### src/rtl/me_pkg.sv
// Shared widths and FSM encoding for the reference-fetch block.
package me_pkg;

   localparam int unsigned REF_WORD_W  = 64;
   localparam int unsigned MEM_ADDR_W  = 32;
   localparam int unsigned NUM_WORDS_W = 20;

   typedef enum logic [1:0] {
      ST_IDLE  = 2'd0,
      ST_FETCH = 2'd1,
      ST_DRAIN = 2'd2
   } fetch_state_e;

endpackage

### src/rtl/ref_fetch_if.sv
// Memory read request/response channel between ref_fetch and the memory port.
interface ref_fetch_if;
   import me_pkg::*;

   logic                  mem_req_valid;
   logic                  mem_req_ready;
   logic [MEM_ADDR_W-1:0] mem_req_addr;
   logic                  mem_rsp_valid;
   logic [REF_WORD_W-1:0] mem_rsp_data;

   modport master (
      output mem_req_valid,
      output mem_req_addr,
      input  mem_req_ready,
      input  mem_rsp_valid,
      input  mem_rsp_data
   );

   modport slave (
      input  mem_req_valid,
      input  mem_req_addr,
      output mem_req_ready,
      output mem_rsp_valid,
      output mem_rsp_data
   );

endinterface

### src/rtl/ref_fifo.sv
// Show-ahead synchronous FIFO; head reads zero while empty.
module ref_fifo #(
   parameter int unsigned DEPTH = 8,
   parameter int unsigned WIDTH = 64
) (
   input  logic                   clk,
   input  logic                   rst,
   input  logic                   push_i,
   input  logic [WIDTH-1:0]       data_i,
   input  logic                   pop_i,
   output logic [WIDTH-1:0]       head_o,
   output logic [$clog2(DEPTH):0] count_o,
   output logic                   empty_o
);

   localparam int unsigned PTR_W = $clog2(DEPTH);
   localparam int unsigned CNT_W = PTR_W + 1;

   logic [WIDTH-1:0] mem_q [DEPTH];
   logic [PTR_W-1:0] wr_ptr_q;
   logic [PTR_W-1:0] rd_ptr_q;
   logic [CNT_W-1:0] count_q;
   logic             push_ok;
   logic             pop_ok;

   assign push_ok = push_i && (count_q != CNT_W'(DEPTH));
   assign pop_ok  = pop_i && (count_q != '0);

   // Pointer and occupancy bookkeeping; pointers wrap naturally at power-of-two depth.
   always_ff @(posedge clk) begin
      if (rst) begin
         wr_ptr_q <= '0;
         rd_ptr_q <= '0;
         count_q  <= '0;
      end else begin
         if (push_ok) wr_ptr_q <= wr_ptr_q + PTR_W'(1);
         if (pop_ok)  rd_ptr_q <= rd_ptr_q + PTR_W'(1);
         count_q <= count_q + CNT_W'(push_ok) - CNT_W'(pop_ok);
      end
   end

   // Storage array; contents are don't-care while the FIFO is empty.
   always_ff @(posedge clk) begin
      if (push_ok) mem_q[wr_ptr_q] <= data_i;
   end

   assign empty_o = (count_q == '0);
   assign count_o = count_q;
   assign head_o  = empty_o ? '0 : mem_q[rd_ptr_q];

endmodule

### src/rtl/ref_fetch.sv
// Reference-word prefetcher: issues credit-limited memory reads and streams data to the SRAM stage.
module ref_fetch
   import me_pkg::*;
#(
   parameter int unsigned FIFO_DEPTH = 8,
   parameter int unsigned ADDR_STEP  = 8
) (
   input  logic                   clk,
   input  logic                   rst,
   input  logic                   start,
   input  logic [MEM_ADDR_W-1:0]  base_addr,
   input  logic [NUM_WORDS_W-1:0] num_words,
   ref_fetch_if.master            mem,
   input  logic                   sram_wr_active,
   input  logic                   ds_stall,
   output logic [REF_WORD_W-1:0]  ref_in,
   output logic                   ref_en,
   output logic                   busy,
   output logic                   done
);

   localparam int unsigned CNT_W = $clog2(FIFO_DEPTH) + 1;
   localparam int unsigned SUM_W = CNT_W + 1;

   fetch_state_e           state_q, state_d;
   logic [NUM_WORDS_W-1:0] num_q, num_d;
   logic [NUM_WORDS_W-1:0] issued_q, issued_d;
   logic [CNT_W-1:0]       out_q, out_d;
   logic [MEM_ADDR_W-1:0]  addr_q, addr_d;
   logic                   valid_q, valid_d;
   logic                   done_q, done_d;
   logic                   busy_q;

   logic                   issue;
   logic                   rsp_push;
   logic                   pop;
   logic [CNT_W-1:0]       fifo_cnt;
   logic                   fifo_empty;
   logic [CNT_W-1:0]       occ_d;
   logic [SUM_W-1:0]       credit_sum;

   assign issue    = valid_q && mem.mem_req_ready;
   assign rsp_push = mem.mem_rsp_valid && (state_q != ST_IDLE);
   assign ref_en   = busy_q && !ds_stall && (!sram_wr_active || !fifo_empty);
   assign pop      = ref_en && sram_wr_active;

   ref_fifo #(
      .DEPTH (FIFO_DEPTH),
      .WIDTH (REF_WORD_W)
   ) u_fifo (
      .clk     (clk),
      .rst     (rst),
      .push_i  (rsp_push),
      .data_i  (mem.mem_rsp_data),
      .pop_i   (pop),
      .head_o  (ref_in),
      .count_o (fifo_cnt),
      .empty_o (fifo_empty)
   );

   // FSM state register.
   always_ff @(posedge clk) begin
      if (rst) state_q <= ST_IDLE;
      else     state_q <= state_d;
   end

   // Next-state: leave FETCH on the last issue, leave DRAIN once nothing is in flight or buffered.
   always_comb begin
      state_d = state_q;
      unique case (state_q)
         ST_IDLE:  if (start && (num_words != '0)) state_d = ST_FETCH;
         ST_FETCH: if (issue && ((issued_q + NUM_WORDS_W'(1)) == num_q)) state_d = ST_DRAIN;
         ST_DRAIN: if ((out_q == '0) && fifo_empty) state_d = ST_IDLE;
         default:  state_d = ST_IDLE;
      endcase
   end

   // Outputs and counters: request valid is precomputed from next-cycle credit so it can be registered.
   always_comb begin
      num_d    = num_q;
      issued_d = issued_q;
      addr_d   = addr_q;
      out_d    = out_q;
      done_d   = 1'b0;
      if ((state_q == ST_IDLE) && start) begin
         num_d    = num_words;
         issued_d = '0;
         out_d    = '0;
         addr_d   = base_addr;
         done_d   = (num_words == '0);
      end else begin
         if (issue) begin
            issued_d = issued_q + NUM_WORDS_W'(1);
            addr_d   = addr_q + MEM_ADDR_W'(ADDR_STEP);
         end
         out_d = out_q + CNT_W'(issue) - CNT_W'(rsp_push);
      end
      if ((state_q == ST_DRAIN) && (state_d == ST_IDLE)) done_d = 1'b1;
      occ_d      = fifo_cnt + CNT_W'(rsp_push) - CNT_W'(pop);
      credit_sum = SUM_W'(out_d) + SUM_W'(occ_d);
      valid_d    = (state_d == ST_FETCH) && (issued_d < num_d) &&
                   (credit_sum < SUM_W'(FIFO_DEPTH));
   end

   // Datapath and registered outputs.
   always_ff @(posedge clk) begin
      if (rst) begin
         num_q    <= '0;
         issued_q <= '0;
         out_q    <= '0;
         addr_q   <= '0;
         valid_q  <= 1'b0;
         done_q   <= 1'b0;
         busy_q   <= 1'b0;
      end else begin
         num_q    <= num_d;
         issued_q <= issued_d;
         out_q    <= out_d;
         addr_q   <= addr_d;
         valid_q  <= valid_d;
         done_q   <= done_d;
         busy_q   <= (state_d != ST_IDLE);
      end
   end

   assign mem.mem_req_valid = valid_q;
   assign mem.mem_req_addr  = addr_q;
   assign busy              = busy_q;
   assign done              = done_q;

endmodule

### src/flat_wrapper.sv
// flat-port wrapper written by rule: the top's interface ports become plain ports
module ref_fetch_flat import me_pkg::*;
#(
   parameter int unsigned FIFO_DEPTH = 8,
   parameter int unsigned ADDR_STEP  = 8
)
  (clk, rst, start, base_addr, num_words, sram_wr_active, ds_stall, ref_in, ref_en, busy, done, mem_mem_req_valid, mem_mem_req_addr, mem_mem_req_ready, mem_mem_rsp_valid, mem_mem_rsp_data);
  ref_fetch_if mem_i ();
  input  logic clk;
  input  logic rst;
  input  logic start;
  input  logic [MEM_ADDR_W-1:0] base_addr;
  input  logic [NUM_WORDS_W-1:0] num_words;
  input  logic sram_wr_active;
  input  logic ds_stall;
  output logic [REF_WORD_W-1:0] ref_in;
  output logic ref_en;
  output logic busy;
  output logic done;
  output wire logic [$bits(mem_i.mem_req_valid)-1:0] mem_mem_req_valid;
  output wire logic [$bits(mem_i.mem_req_addr)-1:0] mem_mem_req_addr;
  input wire logic [$bits(mem_i.mem_req_ready)-1:0] mem_mem_req_ready;
  input wire logic [$bits(mem_i.mem_rsp_valid)-1:0] mem_mem_rsp_valid;
  input wire logic [$bits(mem_i.mem_rsp_data)-1:0] mem_mem_rsp_data;
  assign mem_mem_req_valid = mem_i.mem_req_valid;
  assign mem_mem_req_addr = mem_i.mem_req_addr;
  assign mem_i.mem_req_ready = mem_mem_req_ready;
  assign mem_i.mem_rsp_valid = mem_mem_rsp_valid;
  assign mem_i.mem_rsp_data = mem_mem_rsp_data;
  ref_fetch #(.FIFO_DEPTH(FIFO_DEPTH), .ADDR_STEP(ADDR_STEP)) u_core (.clk(clk), .rst(rst), .start(start), .base_addr(base_addr), .num_words(num_words), .mem(mem_i), .sram_wr_active(sram_wr_active), .ds_stall(ds_stall), .ref_in(ref_in), .ref_en(ref_en), .busy(busy), .done(done));
endmodule
### config.mk
export PLATFORM = sky130hd
export DESIGN_NAME = ref_fetch_flat
export DESIGN_NICKNAME = d
export VERILOG_FILES = /design/src/rtl/me_pkg.sv /design/src/rtl/ref_fetch_if.sv /design/src/rtl/ref_fifo.sv /design/src/rtl/ref_fetch.sv /design/src/flat_wrapper.sv
export SDC_FILE = /design/constraint.sdc
export NUM_CORES = 1
export LEC_CHECK = 0
export ABC_AREA = 0
export CAP_MARGIN = 20
export CORE_AREA = 5 5 257 259
export CTS_CLUSTER_DIAMETER = 150
export CTS_CLUSTER_SIZE = 25
export DETAILED_ROUTE_END_ITERATION = 8
export DIE_AREA = 0 0 262 264
export HOLD_SLACK_MARGIN = 0.03
export PLACE_DENSITY = 0.64
export SLEW_MARGIN = 40
export SYNTH_ARGS = -nofsm -noshare
export SYNTH_HDL_FRONTEND = slang
export SYNTH_SLANG_ARGS = --single-unit
### constraint.sdc
create_clock -name clk -period 15.6 [get_ports clk]
set_clock_uncertainty 0.2 [all_clocks]
set_input_delay 3.12 -clock clk [delete_from_list [all_inputs] [get_ports clk]]
set_output_delay 3.12 -clock clk [all_outputs]
set_load 0.01 [all_outputs]
==> results.tsv <==
stage	metric	value	unit
synthesis	Most used DFF post-synth	edfxtp_1	
final_layout	layout overhead on the synthesized area	16.5	%
worst_setup_path	Worst Path Arrival	4.43	ns
synthesis	Unique masters post-synth	68	
placed_design	area of placed instances	28400	um2
timing	actual slew at the worst max-slew pin	0.771	ns
worst_setup_path	critical path's most frequent cell	clkdlybuf4s50_1	
worst_setup_path	endpoint type of the worst setup path	output pin	
clock_network	clk slew on worst S/H paths	0.11	ns
clock_network	Setup Buffers After CTS	0	
synthesis	Synth Cell Area	25100	um2
final_layout	Final Cell Area	29200	um2
worst_setup_path	Setup CP Type	in2out	
clock_network	clock root buffer	clkbuf_16	
timing	Tcrit/Tclk final	49.7	%
placed_design	RePlAce Congestion	0.803	
power_and_ir_drop	PD cells	107	nW/um2
die	core area	63600	um2
clock_network	CTS Buf Count	28	
synthesis	Synth Instances	1488	
clock_network	Post-CTS Resized	0	
clock_network	TritonCTS clock tree	done	
final_layout	Filler Cells Inserted	5490	
synthesis	Seq/Total Area, Yosys	68.8	%
synthesis	Syn Area/Cell	16.9	um2
timing	total negative slack	0	ns
grt	pin count of the biggest net entering global routing	92	
worst_setup_path	Required @ worst endpoint	12.28	ns
route	post-route ant nets	0	
grt	GRT Total Usage	15.8	%
final_layout	leading cell type in the layout, fill and taps excluded	edfxtp_1	
worst_setup_path	Max stage delay on crit path	0.59	ns
power_and_ir_drop	Design Power	3140	uW
worst_setup_path	Crit path max-delay family	buffers and inverters	
placed_design	Port-buffer cells	222	
grt	global-route wire length before repair	85.5	mm
clock_network	# clock sinks	606	
clock_network	worst skew pair latency	0.61	ns
route	DR iter-0 viols	899	
worst_setup_path	crit path max-delay cell type	clkdlybuf4s50_1	
power_and_ir_drop	Max VDD drop	0.0000901	V
die	Die Y	264	um
clock_network	H-tree Lvls	1	
synthesis	synth warn	0	
final_layout	fin util	45.9	%
route	DR WL/cell	21.7	um
clock_network	maximum clock insertion buffer count	3	
final_layout	Layout Cells excl Fill	2567	
synthesis	Synth top area share	61.3	%
final_layout	final net count	1853	
synthesis	top post-synthesis cells by area	edfxtp_1 61%, mux4_2 11%, dfxtp_1 7.5%	
timing	worst relative slew slack	48.4	%
timing	final hold vios	0	
die	Initial Util	39.4	%
route	vias per std cell	5.26	
clock_network	cts hold-fix bufs	0	
worst_setup_path	crit path cell chain	clkdlybuf4s50_1, nand2b_1, a21oi_1, clkdlybuf4s50_1	
grt	Overflow after GRT	0	
route	via count	13500	
final_layout	multi-input logic area	7390	um2
placed_design	Post-Place Cells	2512	
die	Die Wd	262	um
timing	Max Clock Freq	129	MHz
timing	Final Setup Violations	0	
timing	RSZ-0062 raised after global routing	false	
timing	min Tclk post-route	7.75	ns
power_and_ir_drop	Lkg Pwr	0.00908	uW
synthesis	EDFF count, synth	512	
worst_setup_path	crit-path max FO	3	
grt	vias in the first global route	14300	
die	# rows	93	
synthesis	FF+latch count, synth	606	
die	Total Die Area	69200	um2
run	Max-Cap Viols	0	
final_layout	register area	17300	um2
die	I/O pin count	223	
worst_setup_path	WP buf/inv	2	
final_layout	layout cell share with drive strength beyond 1	13.0	%
worst_setup_path	crit path launch type	primary input	
hold_path	HP Class	reg2reg	
grt	antenna violations before repair	8	
synthesis	ys async rst share	0	%
run_status	outcome	complete, no violations	
timing	Slew Limit Fails	0	
placed_design	hpwl dp	33.8	mm
final_layout	most frequent cells in the layout	512 x edfxtp_1, 221 x clkdlybuf4s50_1, 164 x nor2_1	
route	Total Wirelength	55.8	mm
synthesis	Synth area leader	edfxtp_1	
synthesis	Net Count, Synth	1654	
route	Pre-antenna DRT Iters	5	
route	DRC Markers	0	
synthesized netlist by cell type, types with 21 or more instances:
cell type  count
dfxtp_1       94
nor3_1        33
clkbuf_1      46
xnor2_1       42
xor2_1        35
nand3_1       23
nand2_1       37
mux4_2       128
inv_1         29
mux2i_1       87
nand4_1       21
edfxtp_1     512
ha_1          40
nor2_1       170
a211oi_1      26
a21oi_1       22
sequential cells by signal (all words and copies together) (netlist names), named ones only:
signal and flops:
u_core.busy 1, u_core.done 1, u_core.issued_q 20, u_core.mem.mem_req_addr 32, u_core.mem.mem_req_valid 1, u_core.num_q 20
u_core.out_q 4, u_core.state_q 2, u_core.u_fifo.count_o 4, u_core.u_fifo.mem_q 512, u_core.u_fifo.rd_ptr_q 3, u_core.u_fifo.wr_ptr_q 3
through the flow:
stage	worst slack, ns	hold slack (ns)
finish	7.85	0.268
global route	7.73	0.306
CTS	7.84	0.269
detailed placement	7.85	0.254
global placement	7.83	0.244
floorplan	6.76	0.259
layer usage:
metal	part of all wire [%]	GRT usage, %
met3	4.9	2.76
met4	1.9	2.73
met2	50	27.6
met5	0.14	0
met1	43	21.1
where the power goes:
part | internal [uW] | total, uW | switching, uW
registers | 1780 | 1810 | 22.3
clock network | 349 | 845 | 496
logic | 233 | 487 | 254
final timing paths:
kind                                                   to  depth (start not counted)  slack (ns)                                    start
setup reg to reg      u_core.mem.mem_req_valid$_SDFF_PP0_                         16       11.45      u_core.u_fifo.count_o[1]$_SDFF_PP0_
hold reg to reg   u_core.mem.mem_req_addr[1]$_SDFFE_PP0P_                          2        0.27  u_core.mem.mem_req_addr[1]$_SDFFE_PP0P_
hold / removal    u_core.mem.mem_req_addr[1]$_SDFFE_PP0P_                          2        0.27  u_core.mem.mem_req_addr[1]$_SDFFE_PP0P_
setup / recovery                                   ref_en                          4        7.85                                 ds_stall
final cells by class:
type	count	share of cell area [%]
inverters	30	0.385
well taps	855	3.66
multi-input cells	773	25.3
clock inverters	3	0.188
clock buffers	49	2.67
diodes	3	0.0257
repair buffers	248	8.70
flip-flops and latches	606	59.1
worst min-delay path: cells and delay by family (launching register included):
kind | cells | cell delay [ns]
flip-flops | 1 | 0.32
AO/OA/AOI/OAI | 1 | 0.06
AND/OR/NAND/NOR | 1 | 0.05
logic make-up (layout without fill, tap and decap cells):
kind of cell | count (synthesis) | after routing | share of synthesized area (%)
mux | 216 | 216 | 15.0
flops | 606 | 606 | 68.8
fa+ha+maj | 43 | 43 | 2.23
xor+xnor | 77 | 77 | 2.69
buf+inv | 109 | 330 | 2.01
simple gates | 351 | 351 | 6.88
other cells | 0 | 3 | 0
compound gates | 86 | 86 | 2.42
Power figures use the tool's default switching activity.
